==> config.mk <==
export PLATFORM = sky130hd
export DESIGN_NAME = virtual_uart_host_bridge_flat
export DESIGN_NICKNAME = d
export VERILOG_FILES = /design/src/rtl/virtual_uart_host_bridge_if.sv /design/src/rtl/virtual_uart_host_bridge.sv /design/src/flat_wrapper.sv
export SDC_FILE = /design/constraint.sdc
export NUM_CORES = 1
export LEC_CHECK = 0
export BUFFER_PORTS_ARGS = -buffer_cell sky130_fd_sc_hd__buf_2
export CAP_MARGIN = 40
export CORE_MARGIN = 1.5
export CORE_UTILIZATION = 30
export CTS_BUF_LIST = sky130_fd_sc_hd__clkbuf_8
export DETAILED_ROUTE_END_ITERATION = 10
export PLACE_DENSITY_LB_ADDON = 0.15
export SLEW_MARGIN = 20
export SYNTH_ARGS = -nofsm -noshare
export SYNTH_HDL_FRONTEND = slang
export SYNTH_SLANG_ARGS = --single-unit
export TNS_END_PERCENT = 1
==> constraint.sdc <==
create_clock -name clock_i -period 3.7 [get_ports clock_i]
set_clock_uncertainty 0.05 [all_clocks]
set_input_delay 0.37 -clock clock_i [delete_from_list [all_inputs] [get_ports clock_i]]
set_output_delay 0.37 -clock clock_i [all_outputs]
set_load 0.05 [all_outputs]
==> src/rtl/virtual_uart_host_bridge_if.sv <==
// AXI-lite bus bundle between the virtual UART host bridge (master) and the
// virtual UART register slave, with master/slave modports.
interface virtual_uart_host_bridge_if #(
   parameter int ADDR_WIDTH = 32,
   parameter int DATA_WIDTH = 32
);
   logic [ADDR_WIDTH-1:0]   awaddr;
   logic [2:0]              awprot;
   logic                    awvalid;
   logic                    awready;
   logic [DATA_WIDTH-1:0]   wdata;
   logic [DATA_WIDTH/8-1:0] wstrb;
   logic                    wvalid;
   logic                    wready;
   logic [1:0]              bresp;
   logic                    bvalid;
   logic                    bready;
   logic [ADDR_WIDTH-1:0]   araddr;
   logic [2:0]              arprot;
   logic                    arvalid;
   logic                    arready;
   logic [DATA_WIDTH-1:0]   rdata;
   logic [1:0]              rresp;
   logic                    rvalid;
   logic                    rready;

   modport master (
      output awaddr, awprot, awvalid, wdata, wstrb, wvalid, bready,
      output araddr, arprot, arvalid, rready,
      input  awready, wready, bresp, bvalid, arready, rdata, rresp, rvalid
   );

   modport slave (
      input  awaddr, awprot, awvalid, wdata, wstrb, wvalid, bready,
      input  araddr, arprot, arvalid, rready,
      output awready, wready, bresp, bvalid, arready, rdata, rresp, rvalid
   );
endinterface

==> src/rtl/virtual_uart_host_bridge.sv <==
// Host-side AXI-lite sequencer for the virtual UART: drains TX on interrupt, injects RX bytes.
// Define VUART_BRIDGE_INIT_EN to build the INIT state that writes CONTROL=0x13 after reset.
module virtual_uart_host_bridge #(
   parameter logic [31:0] BASE_ADDR   = 32'h0,
   parameter int          POLL_CYCLES = 16
) (
   input  logic                              clock_i,
   input  logic                              reset_ni,
   input  logic                              host_int_i,
   output logic [7:0]                        tx_data_o,
   output logic                              tx_valid_o,
   input  logic                              tx_ready_i,
   input  logic [7:0]                        rx_data_i,
   input  logic                              rx_valid_i,
   output logic                              rx_ready_o,
   output logic                              err_o,
   virtual_uart_host_bridge_if.master        m_axilite
);

   localparam int CNT_W = $clog2(POLL_CYCLES + 1);
   localparam logic [CNT_W-1:0] POLL_LAST = CNT_W'(POLL_CYCLES - 1);

`ifdef VUART_BRIDGE_INIT_EN
   typedef enum logic [3:0] {INIT, IDLE, TX_RD, TX_PUSH, ACK_WR, STS_RD, RX_WR, RX_WAIT} state_t;
   localparam state_t RESET_STATE = INIT;
`else
   typedef enum logic [2:0] {IDLE, TX_RD, TX_PUSH, ACK_WR, STS_RD, RX_WR, RX_WAIT} state_t;
   localparam state_t RESET_STATE = IDLE;
`endif

   function automatic logic isWrState(input state_t s);
      return (s == ACK_WR) || (s == RX_WR)
`ifdef VUART_BRIDGE_INIT_EN
             || (s == INIT)
`endif
             ;
   endfunction

   state_t           r_state;
   state_t           w_nextState;
   logic             r_reqIssued;
   logic             r_arvalid;
   logic             r_rready;
   logic             r_awvalid;
   logic             r_wvalid;
   logic             r_bready;
   logic [7:0]       r_txData;
   logic             r_rxReady;
   logic             r_err;
   logic [CNT_W-1:0] r_pollCnt;

   logic        w_rDone;
   logic        w_bDone;
   logic        w_rErr;
   logic        w_bErr;
   logic        w_rdState;
   logic        w_wrState;
   logic        w_issue;
   logic        w_errSet;
   logic        w_rxOkSet;
   logic [31:0] w_addr;
   logic [31:0] w_wdata;

   assign w_rDone   = m_axilite.rvalid & r_rready;
   assign w_bDone   = m_axilite.bvalid & r_bready;
   assign w_rErr    = (m_axilite.rresp != 2'b00);
   assign w_bErr    = (m_axilite.bresp != 2'b00);
   assign w_rdState = (r_state == TX_RD) || (r_state == STS_RD);
   assign w_wrState = isWrState(r_state);
   // Requests go out on the second cycle of a bus state, exactly once per visit.
   assign w_issue   = (w_rdState || w_wrState) && !r_reqIssued;

   always_ff @(posedge clock_i or negedge reset_ni) begin
      if (!reset_ni) begin
         r_state <= RESET_STATE;
      end else begin
         r_state <= w_nextState;
      end
   end

   always_comb begin
      w_nextState = r_state;
      w_addr      = BASE_ADDR;
      w_wdata     = 32'h0;
      w_errSet    = 1'b0;
      w_rxOkSet   = 1'b0;
      case (r_state)
`ifdef VUART_BRIDGE_INIT_EN
         INIT: begin
            w_addr  = BASE_ADDR + 32'h0C;
            w_wdata = 32'h13;
            if (w_bDone) begin
               w_errSet    = w_bErr;
               w_nextState = IDLE;
            end
         end
`endif
         IDLE: begin
            if (host_int_i)      w_nextState = TX_RD;
            else if (rx_valid_i) w_nextState = STS_RD;
         end
         TX_RD: begin
            w_addr = BASE_ADDR + 32'h04;
            if (w_rDone) begin
               w_errSet    = w_rErr;
               w_nextState = w_rErr ? ACK_WR : TX_PUSH;
            end
         end
         TX_PUSH: begin
            if (tx_ready_i) w_nextState = ACK_WR;
         end
         ACK_WR: begin
            w_addr = BASE_ADDR + 32'h10;
            if (w_bDone) begin
               w_errSet    = w_bErr;
               w_nextState = IDLE;
            end
         end
         STS_RD: begin
            w_addr = BASE_ADDR + 32'h08;
            if (w_rDone) begin
               w_errSet = w_rErr;
               if (w_rErr)                    w_nextState = IDLE;
               else if (m_axilite.rdata[0])   w_nextState = RX_WAIT;
               else                           w_nextState = RX_WR;
            end
         end
         RX_WR: begin
            w_wdata = {24'b0, rx_data_i};
            if (w_bDone) begin
               w_errSet    = w_bErr;
               w_rxOkSet   = !w_bErr;
               w_nextState = IDLE;
            end
         end
         RX_WAIT: begin
            if (host_int_i || (r_pollCnt == POLL_LAST)) w_nextState = IDLE;
         end
         default: w_nextState = IDLE;
      endcase
   end

   always_ff @(posedge clock_i or negedge reset_ni) begin
      if (!reset_ni) begin
         r_reqIssued <= 1'b0;
         r_arvalid   <= 1'b0;
         r_rready    <= 1'b0;
         r_awvalid   <= 1'b0;
         r_wvalid    <= 1'b0;
         r_bready    <= 1'b0;
         r_txData    <= 8'h0;
         r_rxReady   <= 1'b0;
         r_err       <= 1'b0;
         r_pollCnt   <= '0;
      end else begin
         r_reqIssued <= (w_nextState == r_state) ? (r_reqIssued | w_rdState | w_wrState) : 1'b0;

         if (w_issue && w_rdState)                    r_arvalid <= 1'b1;
         else if (r_arvalid && m_axilite.arready)     r_arvalid <= 1'b0;

         if (r_arvalid && m_axilite.arready)          r_rready <= 1'b1;
         else if (w_rDone)                            r_rready <= 1'b0;

         if (w_issue && w_wrState)                    r_awvalid <= 1'b1;
         else if (r_awvalid && m_axilite.awready)     r_awvalid <= 1'b0;

         if (w_issue && w_wrState)                    r_wvalid <= 1'b1;
         else if (r_wvalid && m_axilite.wready)       r_wvalid <= 1'b0;

         // bready opens on entry to a write state; the issue term covers INIT straight out of reset.
         if ((isWrState(w_nextState) && (w_nextState != r_state)) || (w_issue && w_wrState))
            r_bready <= 1'b1;
         else if (w_bDone)
            r_bready <= 1'b0;

         if ((r_state == TX_RD) && w_rDone && !w_rErr) r_txData <= m_axilite.rdata[7:0];

         r_err     <= w_errSet;
         r_rxReady <= w_rxOkSet;
         r_pollCnt <= ((r_state == RX_WAIT) && (w_nextState == RX_WAIT)) ? r_pollCnt + 1'b1 : '0;
      end
   end

   assign tx_data_o  = r_txData;
   assign tx_valid_o = (r_state == TX_PUSH);
   assign rx_ready_o = r_rxReady;
   assign err_o      = r_err;

   assign m_axilite.araddr  = w_addr;
   assign m_axilite.arprot  = 3'b000;
   assign m_axilite.arvalid = r_arvalid;
   assign m_axilite.rready  = r_rready;
   assign m_axilite.awaddr  = w_addr;
   assign m_axilite.awprot  = 3'b000;
   assign m_axilite.awvalid = r_awvalid;
   assign m_axilite.wdata   = w_wdata;
   assign m_axilite.wstrb   = 4'hF;
   assign m_axilite.wvalid  = r_wvalid;
   assign m_axilite.bready  = r_bready;

endmodule

==> src/flat_wrapper.sv <==
// flat-port wrapper written by rule: the top's interface ports become plain ports
module virtual_uart_host_bridge_flat 
#(
   parameter logic [31:0] BASE_ADDR   = 32'h0,
   parameter int          POLL_CYCLES = 16
)
  (clock_i, reset_ni, host_int_i, tx_data_o, tx_valid_o, tx_ready_i, rx_data_i, rx_valid_i, rx_ready_o, err_o, m_axilite_awaddr, m_axilite_awprot, m_axilite_awvalid, m_axilite_wdata, m_axilite_wstrb, m_axilite_wvalid, m_axilite_bready, m_axilite_araddr, m_axilite_arprot, m_axilite_arvalid, m_axilite_rready, m_axilite_awready, m_axilite_wready, m_axilite_bresp, m_axilite_bvalid, m_axilite_arready, m_axilite_rdata, m_axilite_rresp, m_axilite_rvalid);
  virtual_uart_host_bridge_if m_axilite_i ();
  input  logic clock_i;
  input  logic reset_ni;
  input  logic host_int_i;
  output logic [7:0] tx_data_o;
  output logic tx_valid_o;
  input  logic tx_ready_i;
  input  logic [7:0] rx_data_i;
  input  logic rx_valid_i;
  output logic rx_ready_o;
  output logic err_o;
  output wire logic [$bits(m_axilite_i.awaddr)-1:0] m_axilite_awaddr;
  output wire logic [$bits(m_axilite_i.awprot)-1:0] m_axilite_awprot;
  output wire logic [$bits(m_axilite_i.awvalid)-1:0] m_axilite_awvalid;
  output wire logic [$bits(m_axilite_i.wdata)-1:0] m_axilite_wdata;
  output wire logic [$bits(m_axilite_i.wstrb)-1:0] m_axilite_wstrb;
  output wire logic [$bits(m_axilite_i.wvalid)-1:0] m_axilite_wvalid;
  output wire logic [$bits(m_axilite_i.bready)-1:0] m_axilite_bready;
  output wire logic [$bits(m_axilite_i.araddr)-1:0] m_axilite_araddr;
  output wire logic [$bits(m_axilite_i.arprot)-1:0] m_axilite_arprot;
  output wire logic [$bits(m_axilite_i.arvalid)-1:0] m_axilite_arvalid;
  output wire logic [$bits(m_axilite_i.rready)-1:0] m_axilite_rready;
  input wire logic [$bits(m_axilite_i.awready)-1:0] m_axilite_awready;
  input wire logic [$bits(m_axilite_i.wready)-1:0] m_axilite_wready;
  input wire logic [$bits(m_axilite_i.bresp)-1:0] m_axilite_bresp;
  input wire logic [$bits(m_axilite_i.bvalid)-1:0] m_axilite_bvalid;
  input wire logic [$bits(m_axilite_i.arready)-1:0] m_axilite_arready;
  input wire logic [$bits(m_axilite_i.rdata)-1:0] m_axilite_rdata;
  input wire logic [$bits(m_axilite_i.rresp)-1:0] m_axilite_rresp;
  input wire logic [$bits(m_axilite_i.rvalid)-1:0] m_axilite_rvalid;
  assign m_axilite_awaddr = m_axilite_i.awaddr;
  assign m_axilite_awprot = m_axilite_i.awprot;
  assign m_axilite_awvalid = m_axilite_i.awvalid;
  assign m_axilite_wdata = m_axilite_i.wdata;
  assign m_axilite_wstrb = m_axilite_i.wstrb;
  assign m_axilite_wvalid = m_axilite_i.wvalid;
  assign m_axilite_bready = m_axilite_i.bready;
  assign m_axilite_araddr = m_axilite_i.araddr;
  assign m_axilite_arprot = m_axilite_i.arprot;
  assign m_axilite_arvalid = m_axilite_i.arvalid;
  assign m_axilite_rready = m_axilite_i.rready;
  assign m_axilite_i.awready = m_axilite_awready;
  assign m_axilite_i.wready = m_axilite_wready;
  assign m_axilite_i.bresp = m_axilite_bresp;
  assign m_axilite_i.bvalid = m_axilite_bvalid;
  assign m_axilite_i.arready = m_axilite_arready;
  assign m_axilite_i.rdata = m_axilite_rdata;
  assign m_axilite_i.rresp = m_axilite_rresp;
  assign m_axilite_i.rvalid = m_axilite_rvalid;
  virtual_uart_host_bridge #(.BASE_ADDR(BASE_ADDR), .POLL_CYCLES(POLL_CYCLES)) u_core (.clock_i(clock_i), .reset_ni(reset_ni), .host_int_i(host_int_i), .tx_data_o(tx_data_o), .tx_valid_o(tx_valid_o), .tx_ready_i(tx_ready_i), .rx_data_i(rx_data_i), .rx_valid_i(rx_valid_i), .rx_ready_o(rx_ready_o), .err_o(err_o), .m_axilite(m_axilite_i));
endmodule
==> flow_metrics.py <==
metrics = {
    "floorplan": {
        "die_height_um": 85.3,
        "dieArea_um2": 7270,
        "die_w_um": 85.3,
        "io_pins": 176,
        "coreArea_um2": 6460,
        "rows": 29,
        "start_util_pct": 31.4,
    },
    "placement": {
        "gp_congestion": 0.718,
        "dp_hpwl_um": 2880,
        "io_buffers": 59,
        "placed_cell_area_um2": 2000,
    },
    "timing": {
        "max_slew.worst_pin.slew_ns": 0.725,
        "maxSlewHeadroom_pct": 51.7,
        "slew_viol_final": 0,
        "setup_viol_count_final": 0,
        "rsz0062_at_grt": "no",
        "timing.fmax_mhz": 408,
        "hold_viol_final": 0,
        "final.setup.tns_ns": 0,
        "finalCritPeriodShare_pct": 66.3,
        "fin_worst_hold_slack_ns": 0.0200,
        "finalCriticalPeriod_ns": 2.45,
    },
    "power": {
        "ir_worst_vdd_uv": 377,
        "p_total_mw": 1.73,
        "leakage_nw": 1.20,
        "p_int_uw": 734,
        "pwr-share-clk_pct": 13.8,
        "power_density_nw_per_um2": 833,
        "seqPwrFrac_pct": 26.4,
        "p_comb_share_pct": 59.8,
        "p_sw_uw": 993,
        "p_sw_share_pct": 57.5,
    },
    "clock_network": {
        "insertion_delay_ns": 0.27,
        "cts_max_level": 1,
        "cts_max_path_buffers": 2,
        "cts_made_buffers": 3,
        "cts_resized": 0,
        "cts_tree": "done",
        "cts.clk_slew.worst_paths_ns": 0.09,
        "postCtsSetupRepairBufs": 0,
        "clkSinkCount": 24,
        "cts_hold_buf": 0,
        "cts_root_buf": "clkbuf_8",
    },
    "setup_path": {
        "end_kind": "primary output",
        "rr_worst_depth": 4,
        "critPathLaunchType": "flop",
        "cp_max_fo": 18,
        "required_ns": 3.28,
        "cp.arrival_ns": 2.03,
        "criticalPathCategory": "reg -> out",
    },
    "run_status": {
        "status": "finished with violations",
        "violations": "design-rule violations",
    },
    "logic_synthesis": {
        "syn_inst": 227,
        "synth_top_area_cell": "buf_4",
        "synth_top_cell_area_share_pct": 35.1,
        "yosysSeqAreaShare_pct": 29.6,
        "syn_area_per_cell_um2": 8.95,
        "syn_area_um2": 2030,
        "synth_seq_cells": 24,
        "yosys_warnings": 0,
        "synth_cell_types": 40,
        "synth_area_leaders": "buf_4 (35%), dfrtp_1 (30%), mux2_2 (4.4%)",
    },
    "final_layout": {
        "nets": 334,
        "diodes": 0,
        "final_area_um2": 2070,
        "layout-drive-gt1-share_pct": 26.7,
        "areaGrowthSynthToFinish_pct": 2.16,
        "final_cell_mix": "conb_1 (92), buf_2 (59), dfrtp_1 (24)",
        "final_common_cell": "conb_1",
    },
    "grt": {
        "grt_pass1_vias": 1129,
        "groute.usage.overall_pct": 9.74,
        "grt_pass1_wl_um": 5550,
        "grt_overflow": 0,
        "grt_max_degree": 28,
        "met1_usage_pct": 11.9,
        "grtUsageMet2_pct": 16.1,
        "grt-busiest-layer": "met2",
        "antenna_found_initial": 0,
        "grt_use_met3_pct": 3.99,
    },
    "routing": {
        "ant_nets": 0,
        "first_iter_violations": 79,
        "wl_per_cell_um": 10.6,
        "vias": 1369,
        "drtPass1Iterations": 7,
        "wirelength_um": 3750,
        "vias_per_cell": 3.87,
        "drc_errors": 12,
    },
    "hold_path": {
        "hp-class": "in -> async",
    },
    "run": {
        "drv_cap": 0,
    },
}
## power groups by stage
| stage | logic [mW] | registers (mW) | clock network, mW |
|---|---|---|---|
| 2_1_floorplan | 0.782 | 0.633 | 0 |
| 3_3_place_gp | 1.03 | 0.466 | 0 |
| 3_5_place_dp | 1.04 | 0.463 | 0 |
| 4_1_cts | 1.04 | 0.458 | 0.248 |
| 5_1_grt | 1.10 | 0.478 | 0.256 |
| 6_report | 1.03 | 0.456 | 0.239 |
## layer usage
layer / up-vias / wire length (um)
li1: 671 / -
met1: 597 / 1530
met2: 99 / 1750
met3: 2 / 455
met4: 0 / 17
met5: - / 0
## state kept, by name (all words and copies together) (netlist names)
| signal | count |
|---|---|
| u_core.r_state | 3 |
| u_core.m_axilite.awvalid | 1 |
| u_core.m_axilite.rready | 1 |
| u_core.m_axilite.arvalid | 1 |
| u_core.r_reqIssued | 1 |
| u_core.tx_data_o | 8 |
| u_core.err_o | 1 |
| u_core.m_axilite.bready | 1 |
| u_core.m_axilite.wvalid | 1 |
| u_core.r_pollCnt | 5 |
| u_core.rx_ready_o | 1 |
## cells by family (layout without fill, tap and decap cells)
| group | after synthesis | count (layout) | share of synthesized area (%) |
|---|---|---|---|
| compound gates | 23 | 23 | 8.07 |
| xor+xnor | 5 | 5 | 2.16 |
| fa+ha+maj | 2 | 2 | 1.23 |
| buf+inv | 113 | 73 | 39.1 |
| flops | 24 | 24 | 29.6 |
| mux | 10 | 10 | 5.42 |
| other cells | 2 | 92 | 0.370 |
| simple gates | 48 | 48 | 14.0 |
## final timing paths
path,startpoint,endpoint,slack [ns]
min in group clock_i,m_axilite_bresp[1],u_core.rx_ready_o,0.20
max in group asynchronous,reset_ni,u_core.tx_data_o[7],3.22
hold reg to reg,u_core.r_pollCnt[0],u_core.r_pollCnt[0],0.43
setup reg to reg,u_core.r_state[0],u_core.tx_data_o[3],1.38
hold / removal,reset_ni,u_core.rx_ready_o,0.02
setup / recovery,u_core.r_state[0],m_axilite_awaddr[2],1.25
## final cells by class
class | instances | area [um2]
Clock inverter | 1 | 30.0
Multi-Input combinational cell | 180 | 973
Sequential cell | 24 | 601
Tap cell | 77 | 96.3
Timing Repair Buffer | 59 | 295
Inverter | 10 | 37.5
Clock buffer | 3 | 41.3
Fill cell | 692 | 4380
## cells in the mapped netlist (all sizes together)
cell type and number:
buf 101, dfrtp 24, inv 10, and3 9, nor2 9, mux2 8
o21ai 7, nand2 6, nand3b 4, o22ai 4, nand3 3, nor3 3
xnor2 3, a21oi 2, and2 2, clkbuf 2, conb 2, ha 2
mux2i 2, nand2b 2, nand4b 2, nor2b 2, o32ai 2, or4b 2
xor2 2, a221o 1, a2bb2oi 1, nand4 1, nor3b 1, nor4b 1
o2111ai 1, o211a 1, o211ai 1, o21a 1, o221ai 1, o311ai 1
or3 1
## through the flow
stage                     std cells  utilization (%)  setup slack, ns
after floorplan                 317                -            0.928
after global placement          350             31.0             1.33
after detailed placement        350             31.0             1.35
after CTS                       354             32.1             1.21
after global routing            354             32.1             1.05
final                           354             32.1             1.25
## worst max-delay path, stage by stage, from the launching register on
cell and delay, ns:
dfrtp_1 0.69, nor2b_1 0.52, and2_1 0.26, buf_2 0.28
No activity file was read; power rests on OpenSTA's default activity.
